**config.mk**
```make
export PLATFORM = sky130hd
export DESIGN_NAME = tc_operand_pipe
export DESIGN_NICKNAME = d
export VERILOG_FILES = /design/src/rtl/tc_operand_pipe.sv
export SDC_FILE = /design/constraint.sdc
export NUM_CORES = 1
export LEC_CHECK = 0
export ABC_AREA = 0
export ABC_CLOCK_PERIOD_IN_PS = 5400
export CAP_MARGIN = 0
export CORE_ASPECT_RATIO = 0.5
export CORE_MARGIN = 5
export CORE_UTILIZATION = 50
export DETAILED_ROUTE_END_ITERATION = 12
export PLACE_DENSITY = 0.78
export SETUP_SLACK_MARGIN = 0.5
export SYNTH_ARGS = -nofsm -noshare
export SYNTH_HDL_FRONTEND = slang
export SYNTH_SLANG_ARGS = --single-unit
```
**constraint.sdc**
```tcl
create_clock -name clk -period 5.4 [get_ports clk]
set_input_delay 1.08 -clock clk [delete_from_list [all_inputs] [get_ports clk]]
set_output_delay 1.08 -clock clk [all_outputs]
set_load 0.05 [all_outputs]
```
**src/rtl/tc_operand_pipe.sv**
```systemverilog
// Two-stage operand conditioning pipe: per-element sign extraction and
// magnitude (two's complement) for signed lanes of a multiplier operand.
module tc_operand_pipe #(
  parameter int LANE_W      = 8,
  parameter int NUM_LANES   = 4,
  parameter int OPERAND_SEL = 0,
  localparam int DATA_W     = LANE_W * NUM_LANES
) (
  input  logic                 clk,
  input  logic                 rst,
  input  logic                 flush,
  input  logic                 in_valid,
  output logic                 in_ready,
  input  logic [DATA_W-1:0]    in_operand,
  input  logic [1:0]           in_opcode,
  input  logic [1:0]           in_precision,
  output logic                 out_valid,
  input  logic                 out_ready,
  output logic [DATA_W-1:0]    out_operand,
  output logic [NUM_LANES-1:0] out_sign,
  output logic [1:0]           out_opcode,
  output logic [1:0]           out_precision
);

  logic                 s1_valid_q, s1_valid_d;
  logic [DATA_W-1:0]    s1_op_q, s1_op_d;
  logic [1:0]           s1_opc_q, s1_opc_d;
  logic [1:0]           s1_prec_q, s1_prec_d;
  logic [NUM_LANES-1:0] s1_sign_q, s1_sign_d;

  logic                 s2_valid_q, s2_valid_d;
  logic [DATA_W-1:0]    s2_op_q, s2_op_d;
  logic [1:0]           s2_opc_q, s2_opc_d;
  logic [1:0]           s2_prec_q, s2_prec_d;
  logic [NUM_LANES-1:0] s2_sign_q, s2_sign_d;

  logic s1_adv, s2_adv;
  logic in_signed;
  logic in_p1, in_p2, s1_p1, s1_p2;
  logic [NUM_LANES-1:0] lane_msb;
  logic [NUM_LANES-1:0] sign_in;
  logic [NUM_LANES-1:0] carry;
  logic [DATA_W-1:0]    cond;

  assign s2_adv   = ~s2_valid_q | out_ready;
  assign s1_adv   = ~s1_valid_q | s2_adv;
  assign in_ready = s1_adv;

  assign in_signed = (OPERAND_SEL == 0) ? (in_opcode != 2'b10)
                                        : ~in_opcode[1];
  assign in_p1 = (in_precision == 2'b01);
  assign in_p2 = (in_precision == 2'b10);
  assign s1_p1 = (s1_prec_q == 2'b01);
  assign s1_p2 = (s1_prec_q == 2'b10);

  // Element MSB lane is k|(G-1) since elements are aligned to bit 0.
  for (genvar k = 0; k < NUM_LANES; k++) begin : g_sign
    assign lane_msb[k] = in_operand[k*LANE_W + LANE_W - 1];
    assign sign_in[k]  = in_signed & (in_p2 ? lane_msb[k | 3] :
                                      in_p1 ? lane_msb[k | 1] :
                                              lane_msb[k]);
  end

  // ~x + 1 per element; carry out of a lane only when the lane is zero.
  assign carry[0] = 1'b0;
  for (genvar k = 0; k < NUM_LANES; k++) begin : g_neg
    localparam bit ST4 = (k % 4 == 0);
    localparam bit ST2 = (k % 2 == 0);
    logic          start, cin, flg;
    logic [LANE_W-1:0] x;
    assign flg   = s1_sign_q[k];
    assign x     = s1_op_q[k*LANE_W +: LANE_W];
    assign start = ST4 | (ST2 & ~s1_p2) | (~s1_p1 & ~s1_p2);
    assign cin   = start | carry[k];
    assign cond[k*LANE_W +: LANE_W] =
      (x ^ {LANE_W{flg}}) + LANE_W'(flg & cin);
    if (k < NUM_LANES - 1) begin : g_c
      assign carry[k+1] = flg & cin & ~(|x);
    end
  end

  always_comb begin
    s1_valid_d = s1_valid_q;
    s1_op_d    = s1_op_q;
    s1_opc_d   = s1_opc_q;
    s1_prec_d  = s1_prec_q;
    s1_sign_d  = s1_sign_q;
    if (s1_adv) begin
      s1_valid_d = in_valid;
      if (in_valid) begin
        s1_op_d   = in_operand;
        s1_opc_d  = in_opcode;
        s1_prec_d = in_precision;
        s1_sign_d = sign_in;
      end
    end
    if (flush) s1_valid_d = 1'b0;
  end

  always_comb begin
    s2_valid_d = s2_valid_q;
    s2_op_d    = s2_op_q;
    s2_opc_d   = s2_opc_q;
    s2_prec_d  = s2_prec_q;
    s2_sign_d  = s2_sign_q;
    if (s2_adv) begin
      s2_valid_d = s1_valid_q;
      if (s1_valid_q) begin
        s2_op_d   = cond;
        s2_opc_d  = s1_opc_q;
        s2_prec_d = s1_prec_q;
        s2_sign_d = s1_sign_q;
      end
    end
    if (flush) s2_valid_d = 1'b0;
  end

  always_ff @(posedge clk or posedge rst) begin
    if (rst) begin
      s1_valid_q <= 1'b0;
      s1_op_q    <= '0;
      s1_opc_q   <= '0;
      s1_prec_q  <= '0;
      s1_sign_q  <= '0;
      s2_valid_q <= 1'b0;
      s2_op_q    <= '0;
      s2_opc_q   <= '0;
      s2_prec_q  <= '0;
      s2_sign_q  <= '0;
    end else begin
      s1_valid_q <= s1_valid_d;
      s1_op_q    <= s1_op_d;
      s1_opc_q   <= s1_opc_d;
      s1_prec_q  <= s1_prec_d;
      s1_sign_q  <= s1_sign_d;
      s2_valid_q <= s2_valid_d;
      s2_op_q    <= s2_op_d;
      s2_opc_q   <= s2_opc_d;
      s2_prec_q  <= s2_prec_d;
      s2_sign_q  <= s2_sign_d;
    end
  end

  assign out_valid     = s2_valid_q;
  assign out_operand   = s2_op_q;
  assign out_sign      = s2_sign_q;
  assign out_opcode    = s2_opc_q;
  assign out_precision = s2_prec_q;

endmodule

```
== Word-level counts from Yosys, hierarchy flattened ==
Cells that the tools add are included.
W data, S select, Z words.
Word-level totals
  bits in registers: 82
  input port bits: 41
  output and inout bits: 42
  word-level logic and storage cells: 65
Operators by class
  $add $sub $neg: 4
  equal/unequal tests: 5
  muxes and demuxes: 9
  bitwise operators: 30
  reduce and logical (&&, ||, !) cells: 7
Operators with widths (number)
  $add A8 B1 Y8: 4
  $xor A8 B8 Y8: 4
  $reduce_or A8 Y1: 3
  $and A1 B1 Y1: 13
  $mux W1: 9
  $not A1 Y1: 7
  $or A1 B1 Y1: 6
  $eq A2 B1 Y1 const B: 2
  $eq A2 B2 Y1 const B: 2
  $reduce_and A2 Y1: 2
  $reduce_bool A2 Y1: 2
  $ne A2 B2 Y1 const B: 1

== Logic depth before layout (Yosys ltp) ==
Gate-level depths: netlist (run 1).
  word-level depth: 12
  gate-level depth with buffers: 13

== Worst setup path before layout (run 1) ==
No wires, ideal clock.
  kind: input port to output port
  from: input out_ready
  to: output in_ready
  data arrival time: 1476 ps
  slack: 2844 ps
  cell stages on the path: 2
  path buffers: 0
  path through: nor2b_1 > nand2_2
On the way
  word-level cells in the longest chain between the ends: 2
RTL lines
  start, declared: line 18  | input logic out_ready,
  $or A1 B1 Y1: line 45  | assign s2_adv = ~s2_valid_q | out_ready;
  $or A1 B1 Y1: line 46  | assign s1_adv = ~s1_valid_q | s2_adv;
  end, declared: line 13  | output logic in_ready,
Every way passes these cells.

== Worst setup path after layout (run 1) ==
Same ends and word-level chain as after synthesis.

==> flow_summary_export.csv, run 1 <==
group,metric,value,unit
outcome,outcome,"finished, final reports clean",
synth,ys_seq_area_share,48.6,%
sta,hold_viol,0,
synth,syn-cell-area,4220,um^2
sta,period_share,66.4,%
die,initial_core_util,52.0,%
sta,fin_tns_setup,0,ns
power,p_switching,810,uW
synth,synth_seq_cells,82,
synth,async_flop_share,100,%
die,core-area,8120,um^2
critical_path,cpMaxStageDelayCell,"clkdlybuf4s50_1",
routing,drc_errors,0,
cts,cts_hold_buf,0,
routing,ant_nets,0,
power,p_comb_share,35.1,%
synth,yosys_most_used_dff,"dfrtp_1",
sta,skew,0.00760,ns
critical_path,crit_buf_inv,2,
routing,wire_per_inst,14.8,um
die,top_level_ports,83,
routing,drtPass1Iterations,4,
power,sw_frac_of_total,36.6,%
synth,synth_top_cells_by_area,"dfrtp_1, mux2_2, xnor2_1, xor2_1, nand2_1",
power,power_frac_seq,38.0,%
power,cellPowerDensity,417,nW/um^2
synth,synth_xor_area_share,8.09,%
final_layout,fillers,652,
routing,dr.max_layer_used,"met4",
sta,worst_slew_pin_slew,1.00,ns
synth,synth_top_area_cell,"dfrtp_1",
cts,clockRootBuffer,"clkbuf_16",
critical_path,crit_path_frequent_cell,"clkdlybuf4s50_1",
placed_design,placed_area,5020,um^2
cts,post_cts_resize_count,0,
power,leakage,0.00220,uW
final_layout,drive_gt1_share,14.6,%
critical_path,cpLargestDelayFamily,"buffers and inverters",
die,die_w,140,um
grt,grt_usage,17.1,%
synth,synth_most_common_cell,"dfrtp_1",
critical_path,end_kind,"output port",
sta,fmax,0.279,GHz
cts,htreeDepth,3,
cts,cts_made_buffers,9,
synth,synth_edf_count,0,
synth,syn_area_per_cell,10.9,um^2
cts,clock_latency,0.33,ns
synth,yosys-top-cells-count,"dfrtp_1, mux2_2, nand2_1, xnor2_1",
synth,synth_cell_types,47,
final_layout,antennaDiodeCount,0,
synth,synth_top_cell_area_share,48.6,%
synth,postSynthCellCount,386,
sta,rsz0062_at_grt,"no",
synth,synth_top_family_by_area,"multiplexers",
critical_path,critPathMaxStageDelay,0.81,ns
critical_path,setup.worst_path.start_class,"input pin",
synth,ys_warn_count,0,
critical_path,cp_max_fo,3,
routing,m1WireLength,4150,um
placed_design,port_buffers,82,
final_layout,fin_area,5310,um^2
routing,wl_met2,3810,um
synth,synthMuxAreaShare,13.8,%
grt,grt_overflow_total,0,
synth,synth_nets,436,
sta,setup-violations-final,0,
routing,vias_per_cell,5.20,
die,die_y,75.0,um
die,dieArea,10500,um^2
critical_path,worstPathRequired,4.32,ns
power,clockPowerShare,26.8,%
sta,period_needed,3.59,ns
power,power,2220,uW
final_layout,syn2layout_area_growth,25.8,%
grt,grt_first_pass_wirelength,14400,um
flow_run,maxCapViolCount,0,
sta,slew_violations,0,
grt,grt_pass1_vias,2877,
synth,synthAdderAreaFrac,2.67,%
sta,slew_headroom,32.8,%
grt,grt_max_degree,54,
min_path,hold_class,"flip-flop to flip-flop",
cts,post_cts_buffers,0,
die,row_count,23,
critical_path,criticalPathCategory,"input pin to output port",
grt,antenna_found_initial,0,
power,p_int,1410,uW
final_layout,finalNetCount,505,
synth,synthSimpleGateAreaFrac,11.4,%
placed_design,dp_hpwl,5880,um
routing,wirelength,8430,um
routing,wl_met3,368,um
critical_path,critPathArrivalTime,2.51,ns
power,peakVddDrop,0.000312,V
synth,synth-compound-area-share,10.4,%
routing,via_count,2969,
routing,first_iter_violations,140,
placed_design,routabilityCongestion,0.742,
cts,cts_buffer_depth,2,
cts,tritoncts,"yes",
critical_path,path_cells,"clkdlybuf4s50_1, nor2b_1, nand2_2, clkdlybuf4s50_1",
cts,cts.sinks,82,
cts,clkTransAtPathRegs,0.06,ns
final cells by class:
class | instances | area [um^2] | area share [%]
tap | 112 | 140 | 2.64
multi-input combinational | 270 | 1960 | 37.0
sequential | 82 | 2050 | 38.6
clock inverter | 3 | 40.0 | 0.754
clock buffer | 12 | 246 | 4.64
timing repair buffer | 84 | 836 | 15.7
inverter | 8 | 31.3 | 0.589
logic make-up after synthesis:
group           count (synthesis)
buf+inv                        34
flops                          82
mux                            52
fa+ha+maj                       9
compound gates                 74
xor+xnor                       39
simple gates                   96
tightest hold or removal path: stages, from the launching register on:
cell and delay, ns:
dfrtp_1 0.34, nand2_1 0.05, o21ai_0 0.06
cells in the final DEF, fill, tap and decap left out, types with 2 or more instances in the layout:
cell type	synthesis	layout
o21ai_1	17	17
nand2_1	39	39
o41ai_1	2	2
nand2_2	2	2
inv_1	8	7
xor2_1	19	19
clkbuf_1	2	2
nand2b_1	10	9
xnor2_1	20	20
nand3_1	3	3
a41o_1	2	2
clkdlybuf4s50_1	0	82
a41oi_1	2	2
nor4_2	3	3
o21ai_0	19	19
nor2_1	18	18
nand3b_1	2	2
a22oi_1	2	2
mux2_2	43	43
clkbuf_16	0	9
nor4b_1	2	2
nor3_1	4	4
o21bai_1	2	2
a31oi_1	2	2
nor2b_1	2	2
mux2_1	8	8
nand4_1	4	4
buf_4	4	2
a21oi_1	18	18
clkinv_2	0	3
nor3b_1	2	2
dfrtp_1	82	82
ha_1	9	9
stage by stage:
stage               utilization (%)  hold WS, ns  cells  worst slack [ns]
finish                         65.4        0.475    571              1.81
global route                   65.4        0.505    571              1.73
CTS                            65.4        0.485    571              1.80
detailed placement             61.9        0.472    556              1.81
global placement               61.9        0.462    556              1.83
floorplan                         -        0.452    386              2.21
path summary, 6_finish.rpt:
path | endpoint | startpoint | cells after the start | slack, ns
min in group asynchronous | out_operand[26] | rst | 2 | 1.25
worst min-delay path | out_operand[26] | out_operand[26] | 2 | 0.47
worst max-delay path | in_ready | out_ready | 4 | 1.81
max in group asynchronous | out_valid | rst | 3 | 3.25
worst max register to register | out_operand[22] | s1_sign_q[1] | 11 | 2.57
worst min register to register | out_operand[26] | out_operand[26] | 2 | 0.47
power by group through the flow:
stage	sequential [uW]	combinational (uW)	clock (uW)
after floorplan	1110	274	0
after global placement	849	775	0
after detailed placement	853	783	0
after CTS	844	787	608
after global routing	863	830	635
final	843	778	594
sequential cells by signal, indices dropped and copies added (netlist names):
| name | count |
|---|---|
| out_operand | 32 |
| s1_op_q | 32 |
| out_sign | 4 |
| s1_sign_q | 4 |
| out_opcode | 2 |
| out_precision | 2 |
| s1_opc_q | 2 |
| s1_prec_q | 2 |
| out_valid | 1 |
| s1_valid_q | 1 |
layer usage:
metal,vias to the layer above,GRT usage [%]
met4,0,4.73
met3,9,4.95
met1,1417,23.7
li1,1488,-
met5,-,0
met2,55,26.7
No activity file was read; power rests on OpenSTA's default activity.
==> inputs of run 2 (changes only) <==
ABC_CLOCK_PERIOD_IN_PS = 3800   (was 5400)
clock period = 3.8 ns   (was 5.4 ns; I/O delays follow)
==> run 2 against run 1 <==
Via count rose by 0.77%. Critical path depth did not move. Combinational power rose by 43%. Largest power group unchanged.
==> flow_summary_export.csv, run 2 (synthesis results as in run 1) <==
group,metric,value,unit
sta,slew_violations,0,
routing,drtPass1Iterations,4,
placed_design,place_ws,0.869,ns
die,core-area,8120,um^2
routing,vias_per_cell,5.21,
critical_path,path_cells,"clkdlybuf4s50_1, nor2b_1, nand2_2, clkdlybuf4s50_1",
die,die_y,75.0,um
placed_design,routabilityCongestion,0.759,
grt,grt_first_pass_wirelength,14300,um
critical_path,criticalPathCategory,"input pin to output port",
die,initial_core_util,52.0,%
flow_run,maxCapViolCount,0,
critical_path,critPathMaxStageDelay,0.80,ns
cts,cts_buffer_depth,2,
critical_path,crit_path_frequent_cell,"clkdlybuf4s50_1",
die,die_w,140,um
critical_path,cp_max_fo,3,
final_layout,antennaDiodeCount,0,
grt,grt_max_degree,61,
outcome,outcome,"finished, final reports clean",
sta,period_share,77.2,%
sta,fmax,0.341,GHz
critical_path,worstSetupStartpoint,"out_ready",
cts,cts_made_buffers,9,
final_layout,drive_gt1_share,15.6,%
power,peakVddDrop,0.000409,V
sta,period_needed,2.93,ns
final_layout,syn2layout_area_growth,26.6,%
cts,tritoncts,"yes",
routing,drc_errors,0,
routing,wirelength,8420,um
grt,grt_usage,17.0,%
placed_design,port_buffers,82,
power,cellPowerDensity,586,nW/um^2
cts,clkTransAtPathRegs,0.06,ns
placed_design,dp_hpwl,6030,um
critical_path,worstPathRequired,3.04,ns
final_layout,multiInputGateArea,1960,um^2
final_layout,layout_common_cells,"clkdlybuf4s50_1, dfrtp_1, mux2_2",
sta,hold_viol,0,
routing,ant_nets,0,
die,dieArea,10500,um^2
grt,antenna_found_initial,0,
sta,slew_headroom,32.4,%
cts,clockRootBuffer,"clkbuf_16",
cts,post_cts_resize_count,0,
cts,htreeDepth,3,
final_layout,ff_latch_area,2050,um^2
grt,grt_pass1_vias,2878,
sta,fin_tns_setup,0,ns
final_layout,fillers,665,
final_layout,fin_util,65.8,%
routing,wire_per_inst,14.7,um
critical_path,critPathArrivalTime,2.17,ns
routing,via_count,2992,
cts,post_cts_buffers,0,
sta,finalWorstSetupSlack,0.867,ns
final_layout,finalNetCount,507,
sta,setup-violations-final,0,
power,leakage,0.00221,uW
cts,cts_hold_buf,0,
final_layout,stdcell_count,574,
sta,skew,0.00456,ns
grt,grt_overflow_total,0,
placed_design,dp.cells,558,
min_path,hold_class,"flip-flop to flip-flop",
sta,worst_slew_pin_slew,1.01,ns
cts,clock_latency,0.33,ns
die,top_level_ports,83,
cts,cts.sinks,82,
critical_path,end_kind,"output port",
routing,first_iter_violations,144,
min_path,hp-start,"out_operand[27]",
sta,rsz0062_at_grt,"no",
sta,hold_slack,0.479,ns
critical_path,setup.worst_path.start_class,"input pin",
critical_path,worstReg2RegStart,"s1_sign_q[1]",
die,row_count,23,
critical_path,cpMaxStageDelayCell,"clkdlybuf4s50_1",
## run 2: stage by stage
stage / cell area (um^2) / power, uW
final: 5340 / 3130
after CTS: 5340 / 3170
after floorplan: 4220 / 1960
after global placement: 5050 / 2310
after global routing: 5340 / 3290
after detailed placement: 5050 / 2330
## run 2: layer usage
| metal | wire (um) | GRT usage (%) |
|---|---|---|
| met3 | 395 | 4.57 |
| met4 | 75 | 4.73 |
| met2 | 3780 | 27.4 |
| met5 | 0 | 0 |
| met1 | 4170 | 23.3 |
## run 2: where the power goes
| group | internal, uW | switching, uW | leakage, uW |
|---|---|---|---|
| combinational | 440 | 674 | 0.00108 |
| clock | 493 | 331 | 0.000141 |
| sequential | 1040 | 155 | 0.000987 |
## run 2: worst paths after layout
| path | endpoint | slack, ns | cells past startpoint |
|---|---|---|---|
| max | in_ready | 0.87 | 4 |
| min | out_operand[27] | 0.48 | 2 |
| max in group asynchronous | s1_op_q[21] | 2.07 | 3 |
| min in group asynchronous | s1_op_q[30] | 0.96 | 2 |
| max reg2reg | out_operand[30] | 0.98 | 11 |
| min reg2reg | out_operand[27] | 0.48 | 2 |
## run 2: layout make-up
type / instances / share of cell area, %
Clock buffer: 12 / 4.99
Clock inverter: 4 / 0.468
Inverter: 8 / 0.585
Multi-Input combinational cell: 270 / 36.8
Sequential cell: 82 / 38.4
Tap cell: 112 / 2.62
Timing Repair Buffer: 86 / 16.2
## run 2: critical path, delay by kind of cell
family	cells	cell delay [ns]
and+or+nand+nor	2	0.15
buffers and inverters	2	1.25
